===== src/rtl/cpu_types_pkg.sv =====
// cpu_types_pkg: shared datapath widths, MEM stage state and MEM/WB bundle
package cpu_types_pkg;
  typedef logic [31:0] word_t;
  typedef logic [4:0] regbits_t;
  typedef enum logic [1:0] {IDLE, ACCESS, HALTED} memstate_t;
  typedef struct packed {
    logic valid;
    logic halt;
    regbits_t wreg;
    word_t mem_reg;
    word_t npc;
    word_t ext_out;
    logic jaltype;
    logic ldtype;
    logic pc_src;
    logic reg_wen;
    logic jtype;
    logic immtype;
  } wb_t;
endpackage


===== src/rtl/mem_stage_mem_wb_reg.sv =====
// mem_wb_reg: MEM/WB pipeline register; bubble loads an all-zero (invalid) entry
module mem_wb_reg
  import cpu_types_pkg::*;
(
  input  logic clk,
  input  logic rst,
  input  logic en,
  input  logic bubble,
  input  wb_t  d,
  output wb_t  q
);
  always_ff @(posedge clk)
    if (rst) q <= '0;
    else if (en) q <= bubble ? '0 : d;
endmodule


===== src/rtl/mem_stage.sv =====
// mem_stage: dcache request FSM feeding the MEM/WB register, with halt and dhit watchdog
module mem_stage
  import cpu_types_pkg::*;
#(
  parameter int DHIT_TIMEOUT = 0
) (
  input  logic        CLK,
  input  logic        RST,
  input  logic        ex_valid,
  input  logic        ex_dREN,
  input  logic        ex_dWEN,
  input  logic        ex_ldtype,
  input  logic        ex_jaltype,
  input  logic        ex_jtype,
  input  logic        ex_immtype,
  input  logic        ex_PCSrc,
  input  logic        ex_Reg_Wen,
  input  logic        ex_halt,
  input  logic [4:0]  ex_wreg,
  input  logic [31:0] ex_aluOut,
  input  logic [31:0] ex_storeData,
  input  logic [31:0] ex_npc,
  input  logic [31:0] ex_extOut,
  input  logic        flush,
  input  logic        dhit,
  input  logic [31:0] dmemload,
  output logic        dmemREN,
  output logic        dmemWEN,
  output logic [31:0] dmemaddr,
  output logic [31:0] dmemstore,
  output logic        mem_stall,
  output logic        wb_valid,
  output logic        wb_halt,
  output logic        mem_err,
  output logic [4:0]  wb_wreg,
  output logic [31:0] wb_memReg,
  output logic [31:0] wb_npc,
  output logic [31:0] wb_extOut,
  output logic        wb_jaltype,
  output logic        wb_ldtype,
  output logic        wb_PCSrc,
  output logic        wb_Reg_Wen,
  output logic        wb_jtype,
  output logic        wb_immtype
);
  memstate_t state, state_n;
  logic [7:0] cnt, cnt_n;
  logic ren_q, wen_q, is_mem, done, go_access;
  logic [31:0] addr_q, store_q;
  wb_t d, q;
  assign is_mem = ex_valid & (ex_dREN | ex_dWEN);
  always_comb begin
    done = (state == IDLE) ? ex_valid & (~is_mem | dhit) : (state == ACCESS) & dhit;
    go_access = (state == IDLE) ? is_mem & ~dhit : (state == ACCESS) & ~dhit;
    state_n = (done & ~flush & ex_halt) ? HALTED : go_access ? ACCESS : (state == HALTED) ? HALTED : IDLE;
    cnt_n = go_access ? cnt + {7'd0, ~&cnt} : '0;
  end
  // A write wins over a read when both are requested.
  assign dmemREN = ~RST & ((state == IDLE) ? is_mem & ex_dREN & ~ex_dWEN : (state == ACCESS) & ren_q);
  assign dmemWEN = ~RST & ((state == IDLE) ? is_mem & ex_dWEN : (state == ACCESS) & wen_q);
  assign dmemaddr = (state == ACCESS) ? addr_q : ex_aluOut;
  assign dmemstore = (state == ACCESS) ? store_q : ex_storeData;
  assign mem_stall = ~RST & ((state == HALTED) | go_access);
  assign d = '{valid: 1'b1, halt: ex_halt, wreg: ex_wreg,
               mem_reg: ex_ldtype ? dmemload : ex_aluOut, npc: ex_npc, ext_out: ex_extOut,
               jaltype: ex_jaltype, ldtype: ex_ldtype, pc_src: ex_PCSrc, reg_wen: ex_Reg_Wen,
               jtype: ex_jtype, immtype: ex_immtype};
  mem_wb_reg u_wb (
    .clk(CLK), .rst(RST), .en(state != HALTED), .bubble(~done | flush), .d(d), .q(q)
  );
  always_ff @(posedge CLK)
    if (RST) begin
      state <= IDLE;
      cnt <= '0;
      mem_err <= 1'b0;
      ren_q <= 1'b0;
      wen_q <= 1'b0;
      addr_q <= '0;
      store_q <= '0;
    end else begin
      state <= state_n;
      cnt <= cnt_n;
      mem_err <= mem_err | (DHIT_TIMEOUT != 0 && go_access && cnt_n == 8'(DHIT_TIMEOUT));
      if (state == IDLE) begin
        ren_q <= ex_dREN & ~ex_dWEN;
        wen_q <= ex_dWEN;
        addr_q <= ex_aluOut;
        store_q <= ex_storeData;
      end
    end
  assign wb_valid = q.valid;
  assign wb_halt = q.halt;
  assign wb_wreg = q.wreg;
  assign wb_memReg = q.mem_reg;
  assign wb_npc = q.npc;
  assign wb_extOut = q.ext_out;
  assign wb_jaltype = q.jaltype;
  assign wb_ldtype = q.ldtype;
  assign wb_PCSrc = q.pc_src;
  assign wb_Reg_Wen = q.reg_wen;
  assign wb_jtype = q.jtype;
  assign wb_immtype = q.immtype;
endmodule


===== config.mk =====
export PLATFORM = sky130hd
export DESIGN_NAME = mem_stage
export DESIGN_NICKNAME = d
export VERILOG_FILES = /design/src/rtl/cpu_types_pkg.sv /design/src/rtl/mem_stage_mem_wb_reg.sv /design/src/rtl/mem_stage.sv
export SDC_FILE = /design/constraint.sdc
export NUM_CORES = 1
export LEC_CHECK = 0
export CORE_ASPECT_RATIO = 1.75
export CORE_MARGIN = 3
export CORE_UTILIZATION = 46
export DETAILED_ROUTE_END_ITERATION = 6
export PLACE_DENSITY = 0.91
export SLEW_MARGIN = 20
export SYNTH_ARGS = -nofsm -noshare
export SYNTH_HDL_FRONTEND = slang
export SYNTH_HIERARCHICAL = 1
export SYNTH_SLANG_ARGS = --single-unit

===== constraint.sdc =====
create_clock -name CLK -period 3.45 [get_ports CLK]
set_input_delay 0.8625 -clock CLK [delete_from_list [all_inputs] [get_ports CLK]]
set_output_delay 0.8625 -clock CLK [all_outputs]
set_load 0.02 [all_outputs]

# ---- Yosys cells after proc, flatten, opt, wreduce, memory -nomap -nowiden
# Index checks and enable logic that the tools add are counted.
dict set report totals {
  ff_bits 177
  wordCells 60
  input_bits 179
  out_inout_bits 177
}
dict set report op_classes {
  bitwise 26
  n_eq_ne 3
  mux 11
  reduce_logical 2
}
# cell n
set ops {}
lappend ops {{109-bit two-way mux} 1}
lappend ops {{32-bit two-way mux} 3}
lappend ops {{1-bit bitwise AND} 16}
lappend ops {{2-bit two-way mux} 3}
lappend ops {{1-bit inverter} 6}
lappend ops {{1-bit two-way mux} 4}
lappend ops {{1-bit bitwise OR} 4}
lappend ops {{2-bit by 1-bit == test with 1-bit output (second input constant)} 1}
lappend ops {{2-bit == test (second input constant)} 1}
lappend ops {{2-bit zero test} 1}
lappend ops {{2-bit inequality test (second input constant)} 1}
lappend ops {{2-bit OR reduction} 1}

# ---- Depth between registers and ports, before layout
# Gate-level depths: netlist of run 1.
dict set report logic_depth {
  ltp_word 9
  depth_mapped 7
  ltp_nobuf 4
}

# ---- By module
# The synthesis of run 1 kept the hierarchy.
# module cells_each seq_area_each_um2 area_each_um2 n_inst
set modules_own_cells {}
lappend modules_own_cells {mem_wb_reg 483 2182.1 4486.8 1}
lappend modules_own_cells {mem_stage 420 1361.3 3851.2 1}

# ---- Worst setup path before layout of run 1
# OpenSTA, ideal clock, no wires.
dict set report synth_timing {
  path_kind {input to output}
  start {input RST}
  end {output dmemREN}
  path_slack_ns 0.873
  path_buffers 2
  arrival_ns 1.715
  path_stages 3
  t_required_ns 2.588
  cell_sequence {clkbuf_1 -> clkbuf_1 -> nor3_1}
}
dict set report synth_via {
  elab_chain_cells 2
}
# element line
set synth_rtl {}
lappend synth_rtl {{from (decl)} mem_stage.sv:8} ;# input logic RST,
lappend synth_rtl {{1-bit inverter} mem_stage.sv:59} ;# assign dmemREN = ~RST & ((state == IDLE) ? is_mem & ex_dREN & ~ex_dWEN : (state == ACCESS) & ren_q);
lappend synth_rtl {{1-bit bitwise AND} mem_stage.sv:59}
lappend synth_rtl {{to (decl)} mem_stage.sv:27} ;# output logic dmemREN,
# No other way between the ends.

# ---- Worst setup path in the final report of run 1
dict set report layout_timing {
  start {register state[1]}
  end {output dmemaddr[29]}
}
dict set report layout_via {
  elab_chain_cells 2
}
# element line
set layout_rtl {}
lappend layout_rtl {{from (decl)} mem_stage.sv:46} ;# memstate_t state, state_n;
lappend layout_rtl {{from (signal assigned)} mem_stage.sv:81} ;# state <= state_n;
lappend layout_rtl {{2-bit by 1-bit == test with 1-bit output} mem_stage.sv:61} ;# assign dmemaddr = (state == ACCESS) ? addr_q : ex_aluOut;
lappend layout_rtl {{32-bit two-way mux} mem_stage.sv:61}
lappend layout_rtl {{to (decl)} mem_stage.sv:29} ;# output logic [31:0] dmemaddr,
# No other way between the ends.

==> results of run 1 <==
==> cells by family (layout without fill, tap and decap cells) <==
| family | Yosys count | after routing | share of synthesized area [%] |
|---|---|---|---|
| other | 2 | 4 | 0.0901 |
| AOI/OAI and AO/OA | 182 | 182 | 11.0 |
| muxes | 96 | 96 | 15.7 |
| DFF | 177 | 177 | 42.5 |
| buffers and inverters | 82 | 406 | 5.73 |
| and+or+nand+nor | 364 | 364 | 25.0 |
==> power by group through the flow <==
stage                     Sequential (uW)  Clock [uW]  Combinational (uW)
after CTS                            2190        1910                1030
after detailed placement             2230           0                1020
after global placement               2220           0                1000
after floorplan                      2260           0                 504
after global routing                 2200        1990                1090
final                                2190        1880                1030
==> sequential cells by signal, indices dropped and copies added (netlist names) <==
register and flops:
u_wb/q 109, state 2, store_q 32, addr_q 32, wen_q 1, ren_q 1
==> metrics by stage <==
stage / hold slack [ns] / setup WS (ns)
2_1_floorplan: 0.434 / 0.873
3_3_place_gp: 0.440 / 0.0515
3_5_place_dp: 0.449 / 0.0468
4_1_cts: 0.457 / 0.0420
5_1_grt: 0.476 / 0.0192
6_report: 0.457 / 0.118
==> layer usage <==
metal / global-route usage, % / share of wire [%] / up-vias
met1: 27.5 / 36 / 3615
met5: 0 / 0 / -
li1: - / - / 3681
met2: 43.7 / 50 / 327
met4: 16.8 / 6.6 / 0
met3: 7.15 / 7.0 / 94
==> cell usage after synthesis, drive strengths merged (2+ instances only) <==
| master | count | area (um^2) |
|---|---|---|
| nand2 | 131 | 492 |
| mux2 | 96 | 1310 |
| conb | 2 | 7.51 |
| nand3b | 110 | 826 |
| a21oi | 178 | 891 |
| nand2b | 111 | 694 |
| nor3 | 3 | 15.0 |
| or2 | 2 | 12.5 |
| clkbuf | 37 | 139 |
| buf | 45 | 339 |
| nor2 | 4 | 17.5 |
| dfxtp | 177 | 3540 |
==> how the worst min path moves through the flow <==
stage	end	cells after the start	slack (ns)	startpoint
4_1_cts	store_q[15]	2	0.46	store_q[15]
5_1_grt	addr_q[10]	2	0.48	addr_q[10]
3_5_place_dp	store_q[15]	2	0.45	store_q[15]
6_report	addr_q[1]	2	0.46	addr_q[1]
2_1_floorplan	addr_q[0]	2	0.43	addr_q[0]
3_3_place_gp	addr_q[1]	2	0.44	addr_q[1]
==> worst max-delay path, delay by kind of cell, from the launching register on <==
family | cells | cell delay, ns
buffers and inverters | 2 | 0.85
muxes | 1 | 0.32
DFF | 1 | 0.57
and+or+nand+nor | 1 | 0.32
==> timing repair <==
action / in CTS / in global routing
resized for setup: 0 / 1
buffers inserted: 3 / 0
endpoints found under the setup margin: 11 / 1
==> cell type report <==
class | instances | area, um^2 | share of cell area (%)
antenna | 2 | 5.00 | 0.0401
clock buffer | 21 | 460 | 3.69
clock inverter | 11 | 108 | 0.861
multi-input combinational | 644 | 4340 | 34.7
sequential | 177 | 3540 | 28.4
tap | 231 | 289 | 2.31
timing repair buffer | 374 | 3750 | 30.0
==> run metrics, run 1 <==
status=finished clean; Max Clk Rate=300 MHz; row count=64; Sw Ratio=26.5%; Reg2Reg Depth=4; minimum clock period=3.33 ns; Vias=7717; Mapped Area=8340 um^2; placed cell areas=11900 um^2; maximum clock path buffer count=2; cells after synthesis=903; Avg WL per Cell=17.8 um; Critical Path Max Stage Delay=0.59 ns; Critical Path End Type=primary output; DR DRC count=0; area of the die=19800 um^2; Tot Pwr=5090 uW; Worst Path Required=2.59 ns; fillcell total=1209; predominant post-synthesis flop cell=dfxtp_1; DR pass1 iterations=4; sequential area share after synthesis=42.5%; Crit. Startpoint=state[1]; chip width=108 um; Yosys reg bits=177; unrepaired setup endpoints after global routing=false; post-cts hold buffer count=0; initial antenna violation count=2; Die H=184 um; Max-slew headroom=35.6%; critical path type=reg -> out; Placed Cells=1423; Starting Density=47.3%; clk_skew=0.0106 ns; crit path capture=dmemaddr[29]; I/O pin cnt=356; Critical R2R Launch=state[1]; GRT Overall Usage=25.7%; first-pass GRT wire length=40.6 mm; root buf cell=clkbuf_16; Synthesized Nets=1082; Arr. time, crit path=2.47 ns; switching power total=1350 uW; Setup Total Neg Slack=0 ns; Clock Power Share=36.9%; Final setup viols=0; fin. max-slew vios=0; FF-to-FF setup slack=1.39 ns; Finished Cell Area=12500 um^2; Non-Filler Instances=1460; worst-path fanout max=9; FFs w/ async S/R, synth=0%; Vias/cell=5.29; pwr/cell area=407 nW/um^2; GRT overflow=0; Clk pin slew, worst setup/hold paths=0.07 ns; most common cell after layout, fill and taps aside=clkdlybuf4s50_1; TritonCTS clock tree=yes; Sink Count=177; worst vdd ir=0.288 mV; Clock Latency Late Sink=0.43 ns; Final HPWL DP=17.9 mm; share of layout cells above drive strength 1=12.4%; Lkg Pwr=0.00471 uW; Routability Congestion=0.817; internal power=3740 uW; pin count of the biggest net entering global routing=220; Layout area overhead=49.9%; Syn. warnings=6; max cap viols=0; Comb pwr share=20.1%; Routed Wire Length=26.0 mm; DR iter-0 viols=436; Reg power frac=43.0%; commonest cells after routing, fill and taps aside=350 x clkdlybuf4s50_1, 178 x a21oi_1, 177 x dfxtp_1, 131 x nand2_1, 110 x nand3b_1; Core Area=17600 um^2; Num CTS Buffers=17; synth unique cells=25; HP Class=reg -> reg; nets@finish=1393; Final Core Density=70.9%; CP startpoint kind=flop; Routed Antenna Nets=0; slowest CP cell=clkdlybuf4s50_1; number of port buffers=354; Fin. Hold Viols=0; reg-to-reg endpoint=addr_q[30]; H-tree depth=4; vias in the first global route=7990; Slew @ Worst Pin=0.966 ns; worst path cell trace=nand2b_4 -> buf_4 -> mux2_4 -> clkdlybuf4s50_1; Post-synth EDFFs=0; Syn Area/Cell=9.23 um^2; Tcrit/Tclk final=96.6%
Power figures use the tool's default switching activity.
==> run 2: changes to the inputs <==
--- a/config.mk
+++ b/config.mk
@@ -9,6 +9,7 @@
 export CORE_MARGIN = 3
 export CORE_UTILIZATION = 46
 export DETAILED_ROUTE_END_ITERATION = 6
+export GPL_ROUTABILITY_DRIVEN = 0
 export PLACE_DENSITY = 0.91
 export SLEW_MARGIN = 20
 export SYNTH_ARGS = -nofsm -noshare
==> results of run 2 <==
The final DEF is identical to that of run 1; final timing and power are the same.
==> run 3: changes to the inputs <==
--- a/config.mk
+++ b/config.mk
@@ -11,8 +11,10 @@
 export DETAILED_ROUTE_END_ITERATION = 6
 export GPL_ROUTABILITY_DRIVEN = 0
 export PLACE_DENSITY = 0.91
+export SETUP_SLACK_MARGIN = 0.1
 export SLEW_MARGIN = 20
 export SYNTH_ARGS = -nofsm -noshare
 export SYNTH_HDL_FRONTEND = slang
 export SYNTH_HIERARCHICAL = 1
 export SYNTH_SLANG_ARGS = --single-unit
+export TNS_END_PERCENT = 10
==> run 3 against run 2 <==
  * Via count rose by 0.23%
  * Design area about the same
  * Fmax increased by 2.0%
  * Highest routed layer unchanged
  * Final cell count unchanged
  * Critical path type is now in -> out
  * Global-route usage unchanged
  * Worst hold slack hardly changed
  * Worst setup slack gained 0.064 ns
  * Clock skew about the same
  * Largest cell class unchanged
==> run metrics, run 3 (synthesis gave the netlist of run 1 again) <==
status=finished clean; worst vdd ir=0.288 mV; clk_skew=0.0109 ns; Reg power frac=43.0%; Starting Density=47.3%; Routed Antenna Nets=0; hold_ws=0.457 ns; Die H=184 um; internal power=3740 uW; Routed Wire Length=26.0 mm; Slew @ Worst Pin=0.976 ns; GRT overflow=0; row count=64; Clock Latency Late Sink=0.43 ns; DR iter-0 viols=408; DR DRC count=0; root buf cell=clkbuf_16; CP startpoint kind=input pin; first-pass GRT wire length=40.6 mm; Setup Total Neg Slack=0 ns; max cap viols=0; chip width=108 um; Max-slew headroom=34.9%; Reg with most FFs=u_wb/q; fin. max-slew vios=0; I/O pin cnt=356; Worst Path Required=2.59 ns; Tot Pwr=5090 uW; Lkg Pwr=0.00470 uW; setup ws final=0.182 ns; HP Class=reg -> reg; max FFs per register=109; biggest regs=u_wb/q: 109 flops, addr_q: 32 flops, store_q: 32 flops; Clock Power Share=36.9%; Fin. Hold Viols=0; Comb pwr share=20.1%; minimum clock period=3.27 ns; Avg WL per Cell=17.8 um; Vias=7735; TritonCTS clock tree=yes; Final Core Density=70.9%; commonest cells after routing, fill and taps aside=350 x clkdlybuf4s50_1, 178 x a21oi_1, 176 x dfxtp_1, 131 x nand2_1, 110 x nand3b_1; GRT Overall Usage=25.7%; most common cell after layout, fill and taps aside=clkdlybuf4s50_1; unrepaired setup endpoints after global routing=false; Sink Count=177; Clk pin slew, worst setup/hold paths=0.07 ns; Core Area=17600 um^2; pin count of the biggest net entering global routing=220; DR pass1 iterations=4; worst-path fanout max=3; Vias/cell=5.30; Num CTS Buffers=17; Final setup viols=0; Final HPWL DP=17.9 mm; Critical Path End Type=primary output; vias in the first global route=7990; Arr. time, crit path=2.41 ns; Layout area overhead=49.8%; Sw Ratio=26.5%; H-tree depth=4; Tcrit/Tclk final=94.7%; Max Clk Rate=306 MHz; pwr/cell area=407 nW/um^2; initial antenna violation count=2; number of port buffers=354; Placement Setup Slack=0.0468 ns; nets@finish=1393; post-cts hold buffer count=0; area of the die=19800 um^2; critical path type=in -> out; switching power total=1350 uW; share of layout cells above drive strength 1=12.5%; maximum clock path buffer count=2
==> run 3: cell count changes in the layout (fill, tap and decap cells not counted), sizes merged <==
cell          before  now
dlygate4sd2        0    1
dlymetal6s2s       1    0
==> run 3: cell type report <==
| type | count | area, um^2 |
|---|---|---|
| diodes | 2 | 5.00 |
| clock inverters | 11 | 108 |
| well taps | 231 | 289 |
| clock buffers | 21 | 460 |
| flip-flops and latches | 177 | 3540 |
| multi-input cells | 644 | 4340 |
| repair buffers | 374 | 3750 |
| fillers | 1210 | 5120 |
==> run 3: power groups by stage <==
| stage | Clock, uW | Sequential [uW] | Combinational [uW] |
|---|---|---|---|
| detailed placement | 0 | 2230 | 1020 |
| CTS | 1910 | 2190 | 1030 |
| floorplan | 0 | 2260 | 504 |
| global route | 1990 | 2200 | 1090 |
| global placement | 0 | 2220 | 1000 |
| finish | 1880 | 2190 | 1030 |
==> run 3: worst paths after layout <==
check / from / endpoint / slack, ns / cells past startpoint
setup reg to reg: state[0] / addr_q[30] / 1.39 / 5
hold reg to reg: addr_q[1] / addr_q[1] / 0.46 / 2
hold / removal: addr_q[1] / addr_q[1] / 0.46 / 2
setup / recovery: ex_valid / dmemWEN / 0.18 / 6
==> run 3: critical path, stage by stage <==
cell and delay, ns:
clkdlybuf4s50_1 0.47, buf_4 0.12, and3b_1 0.15, a21oi_1 0.04, nor3_1 0.13, clkdlybuf4s50_1 0.63
==> run 3: through the flow <==
step	std cells	cell area, um^2
after detailed placement	1423	11900
after global placement	1423	11900
after global routing	1460	12500
final	1460	12500
after floorplan	903	8340
after CTS	1458	12500
==> run 3: what timing repair did <==
action	4_1_cts	5_1_grt
setup buffers	3	0
endpoints found under the hold margin	0	0
cloned	0	0
endpoints found under the setup margin	54	27
gates resized for setup	1	1
pin swaps	0	0
==> run 3: routing by layer <==
| layer | global-route usage [%] | vias up | share of wire, % |
|---|---|---|---|
| met4 | 16.8 | 0 | 6.7 |
| met5 | 0 | - | 0 |
| li1 | - | 3683 | - |
| met3 | 7.15 | 95 | 7.1 |
| met2 | 43.7 | 342 | 50 |
| met1 | 27.5 | 3615 | 36 |
